<file path="src/rtl/wb_timer_if.sv">
`default_nettype none
// ============================================================================
// Module      : wb_timer_if
// Description : Wishbone classic bus bundle between the CPU-side master and
//               the wb_timer slave. Signal names are from the slave's view
//               (_i = into the timer, _o = out of the timer).
//   wb_adr_i  [31:0]  byte address
//   wb_dat_i  [31:0]  write data
//   wb_sel_i  [3:0]   byte lane enables
//   wb_we_i           write enable
//   wb_cyc_i          bus cycle
//   wb_stb_i          strobe
//   wb_dat_o  [31:0]  read data
//   wb_ack_o          transfer acknowledge
//   wb_err_o          error acknowledge
// Revision    : 1.0  initial release
// ============================================================================
interface wb_timer_if;
  logic [31:0] wb_adr_i;
  logic [31:0] wb_dat_i;
  logic [3:0]  wb_sel_i;
  logic        wb_we_i;
  logic        wb_cyc_i;
  logic        wb_stb_i;
  logic [31:0] wb_dat_o;
  logic        wb_ack_o;
  logic        wb_err_o;

  modport slave (
    input  wb_adr_i, wb_dat_i, wb_sel_i, wb_we_i, wb_cyc_i, wb_stb_i,
    output wb_dat_o, wb_ack_o, wb_err_o
  );

  modport master (
    output wb_adr_i, wb_dat_i, wb_sel_i, wb_we_i, wb_cyc_i, wb_stb_i,
    input  wb_dat_o, wb_ack_o, wb_err_o
  );
endinterface
`default_nettype wire

</file>
<file path="src/rtl/wb_timer.sv">
`default_nettype none
// ============================================================================
// Module      : wb_timer
// Description : Wishbone classic slave timer. A prescaled 32-bit up-counter
//               is compared against a COMPARE register; a match sets the
//               sticky MATCH flag, which drives a level interrupt when
//               IRQ_EN is set.
//   wb_clk_i          system clock, rising edge
//   wb_rst_i          asynchronous active-high reset
//   wb  (slave)       Wishbone classic bus (see wb_timer_if)
//   irq_o             level interrupt = MATCH & IRQ_EN
//   Register map (word offset = wb_adr_i[4:2]):
//     0 CTRL      [0] EN, [1] AUTO_RELOAD, [2] IRQ_EN
//     1 PRESCALE  [PRESCALE_WIDTH-1:0]
//     2 COUNT
//     3 COMPARE
//     4 STATUS    [0] MATCH, write-1-to-clear
//     5..7        unmapped, answered with wb_err_o
// Revision    : 1.0  initial release
// ============================================================================
module wb_timer #(
  parameter int unsigned PRESCALE_WIDTH = 16,
  parameter logic [31:0] COUNT_RESET    = 32'h0000_0000
) (
  input  logic           wb_clk_i,
  input  logic           wb_rst_i,
  wb_timer_if.slave      wb,
  output logic           irq_o
);

  localparam logic [2:0] c_off_ctrl     = 3'd0;
  localparam logic [2:0] c_off_prescale = 3'd1;
  localparam logic [2:0] c_off_count    = 3'd2;
  localparam logic [2:0] c_off_compare  = 3'd3;
  localparam logic [2:0] c_off_status   = 3'd4;

  localparam int unsigned c_bit_en     = 0;
  localparam int unsigned c_bit_reload = 1;
  localparam int unsigned c_bit_irq_en = 2;

  // --------------------------------------------------------------------------
  // State
  // --------------------------------------------------------------------------
  logic [2:0]                ctrl_q,     ctrl_d;
  logic [PRESCALE_WIDTH-1:0] prescale_q, prescale_d;
  logic [PRESCALE_WIDTH-1:0] pcnt_q,     pcnt_d;
  logic [31:0]               count_q,    count_d;
  logic [31:0]               compare_q,  compare_d;
  logic                      match_q,    match_d;
  logic                      ack_q,      ack_d;
  logic                      err_q,      err_d;
  logic [31:0]               dat_q,      dat_d;

  // --------------------------------------------------------------------------
  // Bus decode
  // --------------------------------------------------------------------------
  logic [2:0]  w_off;
  logic        w_req;
  logic        w_mapped;
  logic        w_wr;
  logic        w_wr_ctrl;
  logic        w_wr_prescale;
  logic        w_wr_count;
  logic        w_wr_compare;
  logic        w_w1c;
  logic [31:0] w_rdata;
  logic [31:0] w_wmerge;
  logic        w_unused_adr;

  assign w_off = wb.wb_adr_i[4:2];

  // Only the word offset is decoded; the remaining address bits are ignored.
  assign w_unused_adr = ^{wb.wb_adr_i[31:5], wb.wb_adr_i[1:0]};

  // A new transfer is accepted only while no response is being presented,
  // which forces one idle cycle between back-to-back transfers.
  assign w_req    = wb.wb_cyc_i & wb.wb_stb_i & ~ack_q & ~err_q;
  assign w_mapped = (w_off <= c_off_status);
  assign w_wr     = w_req & w_mapped & wb.wb_we_i;

  assign w_wr_ctrl     = w_wr & (w_off == c_off_ctrl);
  assign w_wr_prescale = w_wr & (w_off == c_off_prescale);
  assign w_wr_count    = w_wr & (w_off == c_off_count);
  assign w_wr_compare  = w_wr & (w_off == c_off_compare);
  assign w_w1c         = w_wr & (w_off == c_off_status) & wb.wb_sel_i[0] & wb.wb_dat_i[0];

  // Current contents of the addressed register, zero-padded to 32 bits.
  always_comb begin
    w_rdata = 32'h0000_0000;
    case (w_off)
      c_off_ctrl:     w_rdata = {29'd0, ctrl_q};
      c_off_prescale: w_rdata = 32'(prescale_q);
      c_off_count:    w_rdata = count_q;
      c_off_compare:  w_rdata = compare_q;
      c_off_status:   w_rdata = {31'd0, match_q};
      default:        w_rdata = 32'h0000_0000;
    endcase
  end

  // Byte-lane merge of the write data into the addressed register. Narrow
  // registers take the low bits, so unimplemented bits are simply dropped.
  function automatic logic [31:0] merge_bytes(input logic [31:0] old_v,
                                              input logic [31:0] new_v,
                                              input logic [3:0]  sel);
    logic [31:0] res;
    res = old_v;
    for (int b = 0; b < 4; b++) begin
      if (sel[b]) res[b*8 +: 8] = new_v[b*8 +: 8];
    end
    return res;
  endfunction

  assign w_wmerge = merge_bytes(w_rdata, wb.wb_dat_i, wb.wb_sel_i);

  // --------------------------------------------------------------------------
  // Prescaler and counter
  // --------------------------------------------------------------------------
  logic w_tick;
  logic w_hit;

  assign w_tick = ctrl_q[c_bit_en] & (pcnt_q == prescale_q);
  // Compared against the pre-edge COMPARE, so a same-cycle COMPARE write
  // only takes effect from the following tick.
  assign w_hit  = (count_q == compare_q);

  always_comb begin
    ctrl_d     = ctrl_q;
    prescale_d = prescale_q;
    pcnt_d     = pcnt_q;
    count_d    = count_q;
    compare_d  = compare_q;
    match_d    = match_q;

    if (w_wr_ctrl)     ctrl_d     = w_wmerge[2:0];
    if (w_wr_prescale) prescale_d = w_wmerge[PRESCALE_WIDTH-1:0];
    if (w_wr_compare)  compare_d  = w_wmerge;

    // Prescale counter: a PRESCALE write restarts the period from zero.
    if (w_wr_prescale) begin
      pcnt_d = '0;
    end else if (ctrl_q[c_bit_en]) begin
      pcnt_d = w_tick ? '0 : pcnt_q + PRESCALE_WIDTH'(1);
    end

    // A bus write to COUNT overrides the tick entirely, including the
    // match check for that tick.
    if (w_wr_count) begin
      count_d = w_wmerge;
    end else if (w_tick) begin
      if (w_hit && ctrl_q[c_bit_reload]) count_d = 32'h0000_0000;
      else                               count_d = count_q + 32'd1;
    end

    // Setting has priority over a same-cycle write-1-to-clear.
    match_d = (w_tick & ~w_wr_count & w_hit) | (match_q & ~w_w1c);
  end

  // --------------------------------------------------------------------------
  // Bus response
  // --------------------------------------------------------------------------
  always_comb begin
    ack_d = 1'b0;
    err_d = 1'b0;
    dat_d = dat_q;
    if (w_req) begin
      ack_d = w_mapped;
      err_d = ~w_mapped;
      dat_d = w_mapped ? w_rdata : 32'h0000_0000;
    end
  end

  // --------------------------------------------------------------------------
  // Registers
  // --------------------------------------------------------------------------
  always_ff @(posedge wb_clk_i or posedge wb_rst_i) begin
    if (wb_rst_i) begin
      ctrl_q     <= 3'd0;
      prescale_q <= '0;
      pcnt_q     <= '0;
      count_q    <= COUNT_RESET;
      compare_q  <= 32'hFFFF_FFFF;
      match_q    <= 1'b0;
      ack_q      <= 1'b0;
      err_q      <= 1'b0;
      dat_q      <= 32'h0000_0000;
    end else begin
      ctrl_q     <= ctrl_d;
      prescale_q <= prescale_d;
      pcnt_q     <= pcnt_d;
      count_q    <= count_d;
      compare_q  <= compare_d;
      match_q    <= match_d;
      ack_q      <= ack_d;
      err_q      <= err_d;
      dat_q      <= dat_d;
    end
  end

  assign wb.wb_ack_o = ack_q;
  assign wb.wb_err_o = err_q;
  assign wb.wb_dat_o = dat_q;

  // Built from flops only, so there is no combinational path from the bus.
  assign irq_o = match_q & ctrl_q[c_bit_irq_en];

endmodule
`default_nettype wire

</file>
<file path="src/flat_wrapper.sv">
// flat-port wrapper written by rule: the top's interface ports become plain ports
module wb_timer_flat 
#(
  parameter int unsigned PRESCALE_WIDTH = 16,
  parameter logic [31:0] COUNT_RESET    = 32'h0000_0000
)
  (wb_clk_i, wb_rst_i, irq_o, wb_wb_adr_i, wb_wb_dat_i, wb_wb_sel_i, wb_wb_we_i, wb_wb_cyc_i, wb_wb_stb_i, wb_wb_dat_o, wb_wb_ack_o, wb_wb_err_o);
  wb_timer_if wb_i ();
  input  logic wb_clk_i;
  input  logic wb_rst_i;
  output logic irq_o;
  input wire logic [$bits(wb_i.wb_adr_i)-1:0] wb_wb_adr_i;
  input wire logic [$bits(wb_i.wb_dat_i)-1:0] wb_wb_dat_i;
  input wire logic [$bits(wb_i.wb_sel_i)-1:0] wb_wb_sel_i;
  input wire logic [$bits(wb_i.wb_we_i)-1:0] wb_wb_we_i;
  input wire logic [$bits(wb_i.wb_cyc_i)-1:0] wb_wb_cyc_i;
  input wire logic [$bits(wb_i.wb_stb_i)-1:0] wb_wb_stb_i;
  output wire logic [$bits(wb_i.wb_dat_o)-1:0] wb_wb_dat_o;
  output wire logic [$bits(wb_i.wb_ack_o)-1:0] wb_wb_ack_o;
  output wire logic [$bits(wb_i.wb_err_o)-1:0] wb_wb_err_o;
  assign wb_i.wb_adr_i = wb_wb_adr_i;
  assign wb_i.wb_dat_i = wb_wb_dat_i;
  assign wb_i.wb_sel_i = wb_wb_sel_i;
  assign wb_i.wb_we_i = wb_wb_we_i;
  assign wb_i.wb_cyc_i = wb_wb_cyc_i;
  assign wb_i.wb_stb_i = wb_wb_stb_i;
  assign wb_wb_dat_o = wb_i.wb_dat_o;
  assign wb_wb_ack_o = wb_i.wb_ack_o;
  assign wb_wb_err_o = wb_i.wb_err_o;
  wb_timer #(.PRESCALE_WIDTH(PRESCALE_WIDTH), .COUNT_RESET(COUNT_RESET)) u_core (.wb_clk_i(wb_clk_i), .wb_rst_i(wb_rst_i), .wb(wb_i), .irq_o(irq_o));
endmodule
</file>
<file path="config.mk">
export PLATFORM = sky130hd
export DESIGN_NAME = wb_timer_flat
export DESIGN_NICKNAME = d
export VERILOG_FILES = /design/src/rtl/wb_timer_if.sv /design/src/rtl/wb_timer.sv /design/src/flat_wrapper.sv
export SDC_FILE = /design/constraint.sdc
export NUM_CORES = 1
export LEC_CHECK = 0
export BUFFER_PORTS_ARGS = -buffer_cell sky130_fd_sc_hd__buf_2
export CAP_MARGIN = 20
export CORE_MARGIN = 8
export CORE_UTILIZATION = 45
export DETAILED_ROUTE_END_ITERATION = 6
export PLACE_DENSITY = 0.69
export SLEW_MARGIN = 10
export SYNTH_ARGS = -nofsm -noshare
export SYNTH_HDL_FRONTEND = slang
export SYNTH_SLANG_ARGS = --single-unit
</file>
<file path="constraint.sdc">
create_clock -name wb_clk_i -period 4.3 [get_ports wb_clk_i]
set_input_delay 0.215 -clock wb_clk_i [delete_from_list [all_inputs] [get_ports wb_clk_i]]
set_output_delay 0.215 -clock wb_clk_i [all_outputs]
set_load 0.02 [all_outputs]
</file>
# --- Word level (Yosys, flattened, before mapping) ---
# Cells that the tools add are included.
word_totals:
  inputBits: 73
  out_inout_bits: 35
  elab_cells: 59
  register_bits: 134
classes:
  n_lt_le_gt_ge: 1
  mux: 14
  eq_ne: 6
  n_reduce_logical: 4
  n_addsub: 2
  bitwise_logic: 23
ops:
  columns: ["op", "count"]
  rows:
  - ["one-hot mux 32 bit (5 select lines)", 1]
  - ["2-to-1 mux 32 bit", 4]
  - ["2-to-1 mux 16 bit", 3]
  - ["adder 32 x 1 -> 32 bit (second input constant)", 1]
  - ["== test 32 bit", 1]
  - ["2-to-1 mux 8 bit", 4]
  - ["AND 1 bit", 17]
  - ["adder 16 x 1 -> 16 bit (second input constant)", 1]
  - ["== test 16 bit", 1]
  - ["== test 3 x 2 -> 1 bit (second input constant)", 2]
  - ["NOT 1 bit", 5]
  - ["nonzero test 2 bit", 2]
  - ["== test 3 x 1 -> 1 bit (second input constant)", 1]
  - ["== test 3 bit (second input constant)", 1]
  - ["<= comparator 3 bit (second input constant)", 1]
  - ["zero test 3 bit", 1]
  - ["2-to-1 mux 1 bit", 2]
  - ["logical AND 1 bit", 1]
  - ["OR 1 bit", 1]

# --- Logic depth before layout (Yosys ltp) ---
# Gate-level depths: netlist of the first run.
depth:
  ltp_word: 11
  ltp_mapped: 9
  ltp_nobuf: 7

# --- Worst setup path after synthesis of the first run ---
# No wires, ideal clock.
synth_timing:
  path_kind: "reg2reg"
  from: "reg u_core.pcnt_q[3]"
  to: "reg u_core.pcnt_q[0]"
  required_time_ps: 4179
  arrival_ps: 2103
  path_stages_with_launch: 9
  n_path_buf: 2
  setup_slack_ps: 2076
  setup_ps: 121
  period_less_slack_ps: 2224
  path_cell_list: "dfrtp_1 -> xor2_1 -> or3_1 -> or4_4 -> or2_2 -> buf_2 -> nand2b_2 -> buf_2 -> nor2_1"
synth_between:
  elab_chain_len: 5
synth_lines:
  columns: ["item", "line_no", "source"]
  rows:
  - ["from (decl)", "wb_timer.sv:46", "logic [PRESCALE_WIDTH-1:0] pcnt_q, pcnt_d;"]
  - ["from (signal assigned)", "wb_timer.sv:189", "pcnt_q <= pcnt_d;"]
  - ["== test 16 bit", "wb_timer.sv:121", "assign w_tick = ctrl_q[c_bit_en] & (pcnt_q == prescale_q);"]
  - ["AND 1 bit", "wb_timer.sv:121", null]
  - ["2-to-1 mux 16 bit", "wb_timer.sv:142", "pcnt_d = w_tick ? '0 : pcnt_q + PRESCALE_WIDTH'(1);"]
  - ["2-to-1 mux 16 bit", "wb_timer.sv:141", "end else if (ctrl_q[c_bit_en]) begin"]
  - ["2-to-1 mux 16 bit", "wb_timer.sv:139", "if (w_wr_prescale) begin"]
# No other way between the ends. The select of a mux whose other input is x is not followed.
# A chain may end at the register's enable or synchronous reset.

# --- Final worst setup path of the first run ---
layout_timing:
  from: "reg u_core.count_q[22]"
  to: "reg u_core.count_q[23]"
layout_between:
  elab_chain_len: 5
  word_cells_on_any_way: 6
  cone_classes: "add/sub (1); eq/ne (1); mux (3); reduce/logical (1)"
layout_lines:
  columns: ["item", "line_no", "source"]
  rows:
  - ["from (decl)", "wb_timer.sv:47", "logic [31:0] count_q, count_d;"]
  - ["from (signal assigned)", "wb_timer.sv:190", "count_q <= count_d;"]
  - ["parallel branches: the longest is 2 deep, another holds adder 32 x 1 -> 32 bit", null, null]
  - ["2-to-1 mux 32 bit *", "wb_timer.sv:150", "if (w_hit && ctrl_q[c_bit_reload]) count_d = 32'h0000_0000;"]
  - ["2-to-1 mux 32 bit *", "wb_timer.sv:149", "end else if (w_tick) begin"]
  - ["2-to-1 mux 32 bit *", "wb_timer.sv:147", "if (w_wr_count) begin"]
# Every way passes the cells marked *. The select of a mux whose other input is x is not followed.

==> results of run 1 <==
critical path, delay by kind of cell, from the launching register on:
kind	cells	cell delay, ns
XOR/XNOR	1	0.26
buffers and inverters	1	0.36
AO/OA/AOI/OAI	1	0.31
flip-flops	1	0.46
AND/OR/NAND/NOR	4	1.51
area by class of cell:
cell class	instances	area share, %
clock inverters	14	1.94
multi-input cells	676	46.6
flip-flops and latches	134	37.8
clock buffers	18	4.79
well taps	225	3.14
repair buffers	90	5.36
inverters	6	0.307
state kept, by name, summed over array words and instances (netlist names):
signal,count
u_core.compare_q,32
u_core.count_q,32
u_core.wb.wb_dat_o,32
u_core.pcnt_q,16
u_core.prescale_q,16
u_core.ctrl_q,3
u_core.match_q,1
u_core.wb.wb_ack_o,1
u_core.wb.wb_err_o,1
power groups by stage:
stage                     clock (mW)  sequential [mW]  combinational (mW)
after floorplan                    0             1.66               0.671
after global placement             0             1.71               0.889
after detailed placement           0             1.72               0.898
after CTS                       1.51             1.70               0.905
after global routing            1.57             1.73                1.00
final                           1.50             1.71               0.908
logic make-up after synthesis:
group / count (synthesis) / synth area share, %
flip-flops: 134 / 43.1
buffers and inverters: 79 / 4.11
adder cells (fa/ha/maj): 2 / 0.318
multiplexers: 40 / 5.91
AO/OA/AOI/OAI: 226 / 17.5
AND/OR/NAND/NOR: 344 / 22.0
XOR/XNOR: 64 / 7.12
synth_stat cells, types with 4 or more instances:
cell      count
xor2_1        9
o31ai_1       6
mux2_2       32
dfstp_2      32
buf_2        16
o21ai_0      72
a221oi_1      5
mux2i_1       6
a22oi_1      31
nor2_1       73
and2_1       25
clkbuf_1     53
nor4_1        5
and3_1       14
a31oi_1      21
xnor2_1      55
nor2b_1       7
nand4_1      24
nor3_1       13
inv_1         6
and4_1        8
dfrtp_1     102
nand2_1     118
a32oi_1       4
nand2b_1      5
or2_2        10
nand3_1      20
o21a_1        4
a21oi_1      64
per-stage QoR:
| stage | setup WS (ns) | utilization (%) | hold WS [ns] |
|---|---|---|---|
| final | 1.27 | 52.0 | -0.0404 |
| after global routing | 1.11 | 52.0 | 0.0501 |
| after CTS | 1.28 | 52.0 | 0.0181 |
| after detailed placement | 1.29 | 48.5 | 0.461 |
| after global placement | 1.30 | 48.5 | 0.457 |
| after floorplan | 0.555 | - | 0.410 |
how the worst min path moves through the flow:
stage	to	slack, ns	cells after the start
floorplan	u_core.wb.wb_dat_o[15]	0.41	2
global placement	u_core.pcnt_q[14]	0.46	2
detailed placement	u_core.wb.wb_dat_o[5]	0.46	2
CTS	u_core.pcnt_q[14]	0.02	2
global route	u_core.pcnt_q[14]	0.05	2
finish	u_core.pcnt_q[14]	-0.04	2
layer usage:
metal	track usage, %	wire (um)	vias up
li1	-	-	3243
met1	29.4	10100	3273
met2	30.0	9900	320
met3	4.25	1880	35
met4	7.70	529	0
met5	0	0	-
==> impl_metrics.yaml, run 1 <==
outcome:
  outcome: "complete, but fails checks"
  violations: "negative hold slack"
critical_path:
  cp_max_fo: 23
  cp_slowest_stage_delay_ns: 0.65
  worstPathCellList: "xnor2_1 > nand4_1 > nor4_2 > nand3_1 > buf_4 > and3_1 > o32a_1"
  crit_start: "u_core.count_q[22]"
  path_class: "reg2reg"
  crit_slowest_cell: "nor4_2"
  end_kind: "flop"
  required_ns: 4.61
  arrival_ns: 3.34
  reg2reg_depth: 7
  reg2reg_slack_ns: 1.27
  startpoint_type: "flop"
  rr_startpoint: "u_core.count_q[22]"
  reg2reg_to: "u_core.count_q[23]"
  critPathCapture: "u_core.count_q[23]"
timing:
  relSlewSlack_pct: 37.8
  finClkSkew_ns: 0.00755
  worst_pin_slew_ns: 0.934
  holdWs_ns: -0.0404
  max_freq_mhz: 330
  rsz0062_at_grt: "no"
  fin_setup_tns_ns: 0
  setup_viol: 0
  finalHoldViolCount: 25
  final_max_slew_viol_count: 0
  finalCritPeriodShare_pct: 70.4
  finalCriticalPeriod_ns: 3.03
place:
  place_area_mm2: 0.00837
  hpwl_um: 15900
  io_buffers: 78
  dp_cells: 1131
  gp_congestion: 0.941
route:
  drt_iter0_drc: 699
  num_vias: 6871
  wl_per_cell_um: 19.3
  drc: 0
  routed_wl_um: 22400
  first_pass_iters: 6
  drtAntennaViolNets: 0
  via_per_inst: 5.91
power_and_ir_drop:
  vdd_drop_max_mv: 0.249
  p_comb_share_pct: 22.1
  power_mw: 4.11
  seq_power_share_pct: 41.5
  p_leak_nw: 3.67
  switching_share_pct: 32.4
  internal-power_mw: 2.78
  power.switching_mw: 1.33
  clockPowerShare_pct: 36.4
  power_density_mw_per_mm2: 458
final_layout:
  final_cell_mix: "nand2_1 (118), dfrtp_1 (102), buf_2 (78), nor2_1 (73), o21ai_0 (72)"
  diodes: 0
  post-route-cell-area_mm2: 0.00897
  layout.nets: 1000
  register_area_mm2: 0.00339
  fill_cells: 1607
  layoutNonFillerInstCount: 1163
  syn_to_final_growth_pct: 13.9
  multiInputGateArea_mm2: 0.00418
  drive_above_1_share_pct: 22.5
  layout_commonest_cell: "nand2_1"
clock_tree:
  clk_latency_ns: 0.43
  htree_levels: 4
  cts_max_path_buffers: 2
  cts_root_buf: "clkbuf_16"
  holdBufCountCts: 0
  numCtsBuffers: 17
  post_cts_buffers: 0
  cts_tree: "done"
  clk_pin_slew_ns: 0.06
  cts.sinks: 134
  cts_resized: 0
grt:
  antenna_found_initial: 0
  first_global_vias: 6288
  grt_pass1_wl_um: 35900
  grt_max_degree: 99
  grt_util_all_layers_pct: 20.6
  gr-total-overflow: 0
job:
  max_cap_viol_count: 0
floorplanning:
  die_y_um: 148
  fp.dieW_um: 148
  core-area_mm2: 0.0172
  rows: 48
  ioPinCount: 108
  dieArea_mm2: 0.0220
  initial_utilization_pct: 45.7
hold_path:
  hold_path.class: "in2async"
synthesis:
  yosysSeqAreaShare_pct: 43.1
  yosysUniqueCellTypes: 60
  synth_top_area_share_pct: 32.4
  syn-mean-instance-area_um2: 8.86
  ys_warn_count: 0
  synth_area_mm2: 0.00788
  ys_seq_elements: 134
  synthCells: 889
  ys_async_sr_fraction_pct: 100
  synth_ff_type: "dfrtp_1"
  syn_nets: 964
  synth_top_cells_by_area: "dfrtp_1 (32%), dfstp_2 (11%), xnor2_1 (6.1%)"
  yosys.area.top_type: "dfrtp_1"
  synth-edff-count: 0
No activity file was read; power rests on OpenSTA's default activity.
==> run 2: changes to the inputs <==
--- a/config.mk
+++ b/config.mk
@@ -10,7 +10,7 @@
 export CORE_MARGIN = 8
 export CORE_UTILIZATION = 45
 export DETAILED_ROUTE_END_ITERATION = 6
-export PLACE_DENSITY = 0.69
+export PLACE_DENSITY = 0.71
 export SLEW_MARGIN = 10
 export SYNTH_ARGS = -nofsm -noshare
 export SYNTH_HDL_FRONTEND = slang
==> constraint.sdc (replaced) <==
create_clock -name wb_clk_i -period 2.7 [get_ports wb_clk_i]
set_input_delay 0.135 -clock wb_clk_i [delete_from_list [all_inputs] [get_ports wb_clk_i]]
set_output_delay 0.135 -clock wb_clk_i [all_outputs]
set_load 0.02 [all_outputs]
==> run 2 against run 1 <==
Compared with the run above:
- the flow now finishes without violations
- sequential share of layout area shrank 1.6 points
- largest cell class unchanged
- final area grew 4.4%
- combinational power grew 77%
- critical endpoint is now u_core.count_q[20]
- sequential cell count is the same
- setup slack lost 1.1 ns
==> impl_metrics.yaml, run 2 (synthesis results as in run 1) <==
grt:
  grt_max_degree: 66
  gr-total-overflow: 0
  first_global_vias: 6795
  grt_util_all_layers_pct: 21.7
  antenna_found_initial: 0
  grt_pass1_wl_um: 37700
clock_tree:
  cts_max_path_buffers: 2
  clk_pin_slew_ns: 0.06
  cts_resized: 0
  numCtsBuffers: 17
  cts_root_buf: "clkbuf_16"
  cts.sinks: 134
  htree_levels: 4
  post_cts_buffers: 0
  cts_tree: "done"
  clk_latency_ns: 0.43
critical_path:
  worstPathCellList: "xnor2_1 > nand4_1 > nor4_2 > nand3_1 > buf_4 > a221oi_1 > a21oi_1"
  path_class: "reg2reg"
  required_ns: 3.01
  cp_slowest_stage_delay_ns: 0.55
  end_kind: "flop"
  crit_slowest_cell: "dfstp_2"
  startpoint_type: "flop"
  arrival_ns: 2.87
  cp_max_fo: 15
timing:
  finalHoldViolCount: 0
  finalCritPeriodShare_pct: 94.9
  finalCriticalPeriod_ns: 2.56
  setup_viol: 0
  max_freq_mhz: 390
  finClkSkew_ns: 0.00694
  holdWs_ns: 0.0342
  relSlewSlack_pct: 53.7
  rsz0062_at_grt: "no"
  worst_pin_slew_ns: 0.693
  final_max_slew_viol_count: 0
  fin_setup_tns_ns: 0
route:
  top_layer: "met4"
  num_vias: 7082
  routed_wl_um: 23400
  wl_met3_um: 1890
  drtAntennaViolNets: 0
  via_per_inst: 5.91
  drt_iter0_drc: 678
  dr_wl_met2_um: 10200
  drc: 0
  first_pass_iters: 5
  wl_per_cell_um: 19.5
  wl_met1_um: 10600
final_layout:
  diodes: 0
  layout_commonest_cell: "nand2_1"
  post-route-cell-area_mm2: 0.00936
  final_cell_mix: "nand2_1 (118), dfrtp_1 (102), buf_2 (78), nor2_1 (73), o21ai_0 (72)"
  final_util_pct: 54.3
  syn_to_final_growth_pct: 18.9
  drive_above_1_share_pct: 25.2
  layout.nets: 1036
power_and_ir_drop:
  p_leak_nw: 3.89
  vdd_drop_max_mv: 0.380
  power_density_mw_per_mm2: 741
floorplanning:
  core-area_mm2: 0.0172
  fp.dieW_um: 148
  initial_utilization_pct: 45.7
  die_y_um: 148
  dieArea_mm2: 0.0220
  ioPinCount: 108
  rows: 48
outcome:
  outcome: "finished clean"
place:
  gp_congestion: 0.964
  place_area_mm2: 0.00868
  hpwl_um: 17100
  io_buffers: 78
hold_path:
  hold_path.class: "in2reg"
job:
  max_cap_viol_count: 0
## run 2: changes by cell type in the layout (fill, tap and decap cells not counted)
cell / previous run / this run
nand4bb_4: 1 / 0
dlygate4sd3_1: 0 / 1
clkinvlp_4: 4 / 3
nand4bb_2: 0 / 1
buf_4: 12 / 42
clkbuf_8: 0 / 4
buf_12: 0 / 5
bufinv_16: 3 / 5
nor2b_1: 6 / 7
inv_6: 4 / 1
clkinv_2: 2 / 0
nor2b_2: 1 / 0
## run 2: path summary, 6_finish.rpt
path | from | slack (ns) | endpoint | depth (start not counted)
setup / recovery | u_core.compare_q[15] | 0.14 | u_core.count_q[20] | 7
hold / removal | wb_wb_dat_i[1] | 0.03 | u_core.prescale_q[1] | 3
setup reg to reg | u_core.compare_q[15] | 0.14 | u_core.count_q[20] | 7
hold reg to reg | u_core.wb.wb_dat_o[10] | 0.47 | u_core.wb.wb_dat_o[10] | 2
max in group asynchronous | wb_rst_i | 1.58 | u_core.compare_q[24] | 4
min in group asynchronous | wb_rst_i | 0.36 | u_core.wb.wb_dat_o[6] | 3
## run 2: critical path: cells and delay by family, from the launching register on
kind / cells / cell delay (ns)
xor gates and xnor gates: 1 / 0.18
DFF: 1 / 0.55
and+or+nand+nor: 3 / 1.03
AOI/OAI and AO/OA: 2 / 0.36
buffers and inverters: 1 / 0.32
## run 2: final cells by class
cell class                 count  area [um^2]
timing repair buffer         126          816
multi-input combinational    676         4170
fill                        1527         7880
sequential                   134         3390
clock buffer                  22          484
inverter                       6         26.3
tap                          225          282
clock inverter                10          191
## run 2: where the power goes
group | switching, mW | total [mW] | internal (mW)
combinational | 0.908 | 1.61 | 0.706
sequential | 0.338 | 2.68 | 2.34
clock | 0.904 | 2.65 | 1.74
## run 2: what timing repair did
item                       CTS  global route
setup endpoints to repair    0             0
hold buffers                 1             0
hold endpoints to repair    30             0
## run 2: routing by layer
layer	global-route usage [%]	up-vias
met5	0	-
met2	31.8	331
met1	30.5	3397
met4	8.77	0
met3	4.86	47
li1	-	3307
## run 2: through the flow
step | worst slack (ns) | total power [mW] | cells
6_report | 0.137 | 6.94 | 1199
5_1_grt | 0.0198 | 7.26 | 1199
4_1_cts | 0.189 | 6.94 | 1199
3_5_place_dp | 0.208 | 4.28 | 1166
3_3_place_gp | 0.221 | 4.23 | 1166
2_1_floorplan | 0.476 | 3.71 | 889
==> run 3: changes to the inputs <==
--- a/config.mk
+++ b/config.mk
@@ -11,6 +11,7 @@
 export CORE_UTILIZATION = 45
 export DETAILED_ROUTE_END_ITERATION = 6
 export PLACE_DENSITY = 0.71
+export REMOVE_ABC_BUFFERS = 1
 export SLEW_MARGIN = 10
 export SYNTH_ARGS = -nofsm -noshare
 export SYNTH_HDL_FRONTEND = slang
==> constraint.sdc (replaced) <==
create_clock -name wb_clk_i -period 2.7 [get_ports wb_clk_i]
set_input_delay 0.405 -clock wb_clk_i [delete_from_list [all_inputs] [get_ports wb_clk_i]]
set_output_delay 0.405 -clock wb_clk_i [all_outputs]
set_load 0.02 [all_outputs]
==> run 3 against run 2 <==
Compared with the run above:
- total power down 0.36%
- setup slack worse by 0.085 ns
- via count down 4.4%
- highest routed layer unchanged
- register-to-register slack worse by 0.09 ns
- clock power up 2%
- largest power group is now clock
- clock skew up 0.00088 ns
- core utilization down 0.28 points
==> impl_metrics.yaml, run 3 (synthesis results as in run 1) <==
clock_tree:
  cts_max_path_buffers: 2
  htree_levels: 4
  clk_latency_ns: 0.43
  cts_resized: 0
  cts_root_buf: "clkbuf_16"
  cts.sinks: 134
  cts_tree: "done"
  numCtsBuffers: 17
  clk_pin_slew_ns: 0.06
grt:
  grt_util_all_layers_pct: 20.8
  gr-total-overflow: 0
  grt_pass1_wl_um: 36400
  first_global_vias: 6755
  antenna_found_initial: 0
  grt_max_degree: 74
critical_path:
  path_class: "reg2reg"
  cp.buffers_inverters: 2
  crit_slowest_cell: "nor4_2"
  arrival_ns: 2.96
  end_kind: "flop"
  cp_max_fo: 7
  cp_slowest_stage_delay_ns: 0.54
  required_ns: 3.01
  worstPathCellList: "xnor2_1 > nand4_1 > nor4_2 > buf_4 > a311oi_4 > buf_4 > nor3b_1 > o32a_1"
  startpoint_type: "flop"
  worst_path_most_repeated_cell: "buf_4"
  path_delay_family: "simple AND/OR/NAND/NOR gates"
final_layout:
  post-route-cell-area_mm2: 0.00931
  drive_above_1_share_pct: 24.9
  final_cell_mix: "nand2_1 (118), dfrtp_1 (102), buf_2 (78), nor2_1 (73), o21ai_0 (72)"
  register_area_mm2: 0.00339
  layout_commonest_cell: "nand2_1"
  layout.nets: 1031
  layoutNonFillerInstCount: 1194
  diodes: 0
  syn_to_final_growth_pct: 18.3
  fill_cells: 1582
  multiInputGateArea_mm2: 0.00418
place:
  place_area_mm2: 0.00862
  hpwl_um: 15600
  dp_cells: 1160
  io_buffers: 78
  dp_slack_ns: 0.156
  gp_congestion: 0.916
timing:
  max_freq_mhz: 378
  finalHoldViolCount: 0
  rsz0062_at_grt: "no"
  finalCritPeriodShare_pct: 98.1
  finClkSkew_ns: 0.00782
  setup_ws_ns: 0.0517
  setup_viol: 0
  worst_pin_slew_ns: 0.808
  final_max_slew_viol_count: 0
  relSlewSlack_pct: 45.6
  finalCriticalPeriod_ns: 2.65
power_and_ir_drop:
  p_leak_nw: 3.88
  power_mw: 6.91
  power_density_mw_per_mm2: 742
  vdd_drop_max_mv: 0.481
job:
  max_cap_viol_count: 0
outcome:
  outcome: "finished clean"
floorplanning:
  dieArea_mm2: 0.0220
  core-area_mm2: 0.0172
  die_y_um: 148
  initial_utilization_pct: 45.7
  ioPinCount: 108
  fp.dieW_um: 148
  rows: 48
route:
  drt_iter0_drc: 626
  first_pass_iters: 6
  drtAntennaViolNets: 0
  drc: 0
  num_vias: 6772
  routed_wl_um: 22100
  via_per_inst: 5.67
  wl_per_cell_um: 18.5
hold_path:
  hold_path.class: "in2async"
run 3: cell types whose count changed in the layout (fill, tap and decap cells not counted):
cell           previous run  this run
clkbuf_8                  4         2
nand4bb_4                 0         1
buf_4                    42        40
clkinvlp_4                3         1
nand4bb_2                 1         0
clkinv_2                  0         2
dlygate4sd3_1             1         0
clkinv_4                  2         3
bufinv_16                 5         6
buf_12                    5         3
run 3: final cells by class:
class,instances,area share (%)
sequential,134,36.4
tap,225,3.02
inverter,6,0.296
timing repair buffer,121,8.06
multi-input combinational,676,44.9
clock buffer,20,4.90
clock inverter,12,2.40
run 3: through the flow:
step	setup TNS, ns	hold WS (ns)	util [%]
2_1_floorplan	-249.52	0.459	-
3_3_place_gp	0	0.457	50.0
3_5_place_dp	0	0.465	50.0
4_1_cts	0	0.124	53.9
5_1_grt	0	0.149	54.0
6_report	0	0.0928	54.0
run 3: timing repair:
| item | in CTS | in global routing |
|---|---|---|
| setup endpoints to repair | 0 | 2 |
| setup buffers | 0 | 2 |
| hold buffers | 0 | 0 |
run 3: power breakdown:
| group | switching (mW) | total [mW] | internal, mW |
|---|---|---|---|
| registers | 0.323 | 2.66 | 2.34 |
| logic | 0.876 | 1.56 | 0.683 |
| clock network | 0.910 | 2.69 | 1.78 |
run 3: per-layer routing:
layer	global-route usage, %	vias up	share of wire [%]
met1	28.8	3214	47
met2	31.7	221	46
li1	-	3301	-
met5	0	-	0
met4	7.45	0	2.0
met3	3.95	36	5.8
run 3: worst paths after layout:
kind,slack [ns],depth (start not counted),to,start
worst max-delay path,0.05,8,u_core.count_q[23],u_core.count_q[28]
worst max register to register,0.05,8,u_core.count_q[23],u_core.count_q[28]
min in group wb_clk_i,0.30,3,u_core.compare_q[25],wb_wb_dat_i[25]
worst min-delay path,0.09,2,u_core.wb.wb_dat_o[24],wb_rst_i
max in group asynchronous,1.83,3,u_core.compare_q[11],wb_rst_i
worst min register to register,0.47,2,u_core.wb.wb_dat_o[9],u_core.wb.wb_dat_o[9]
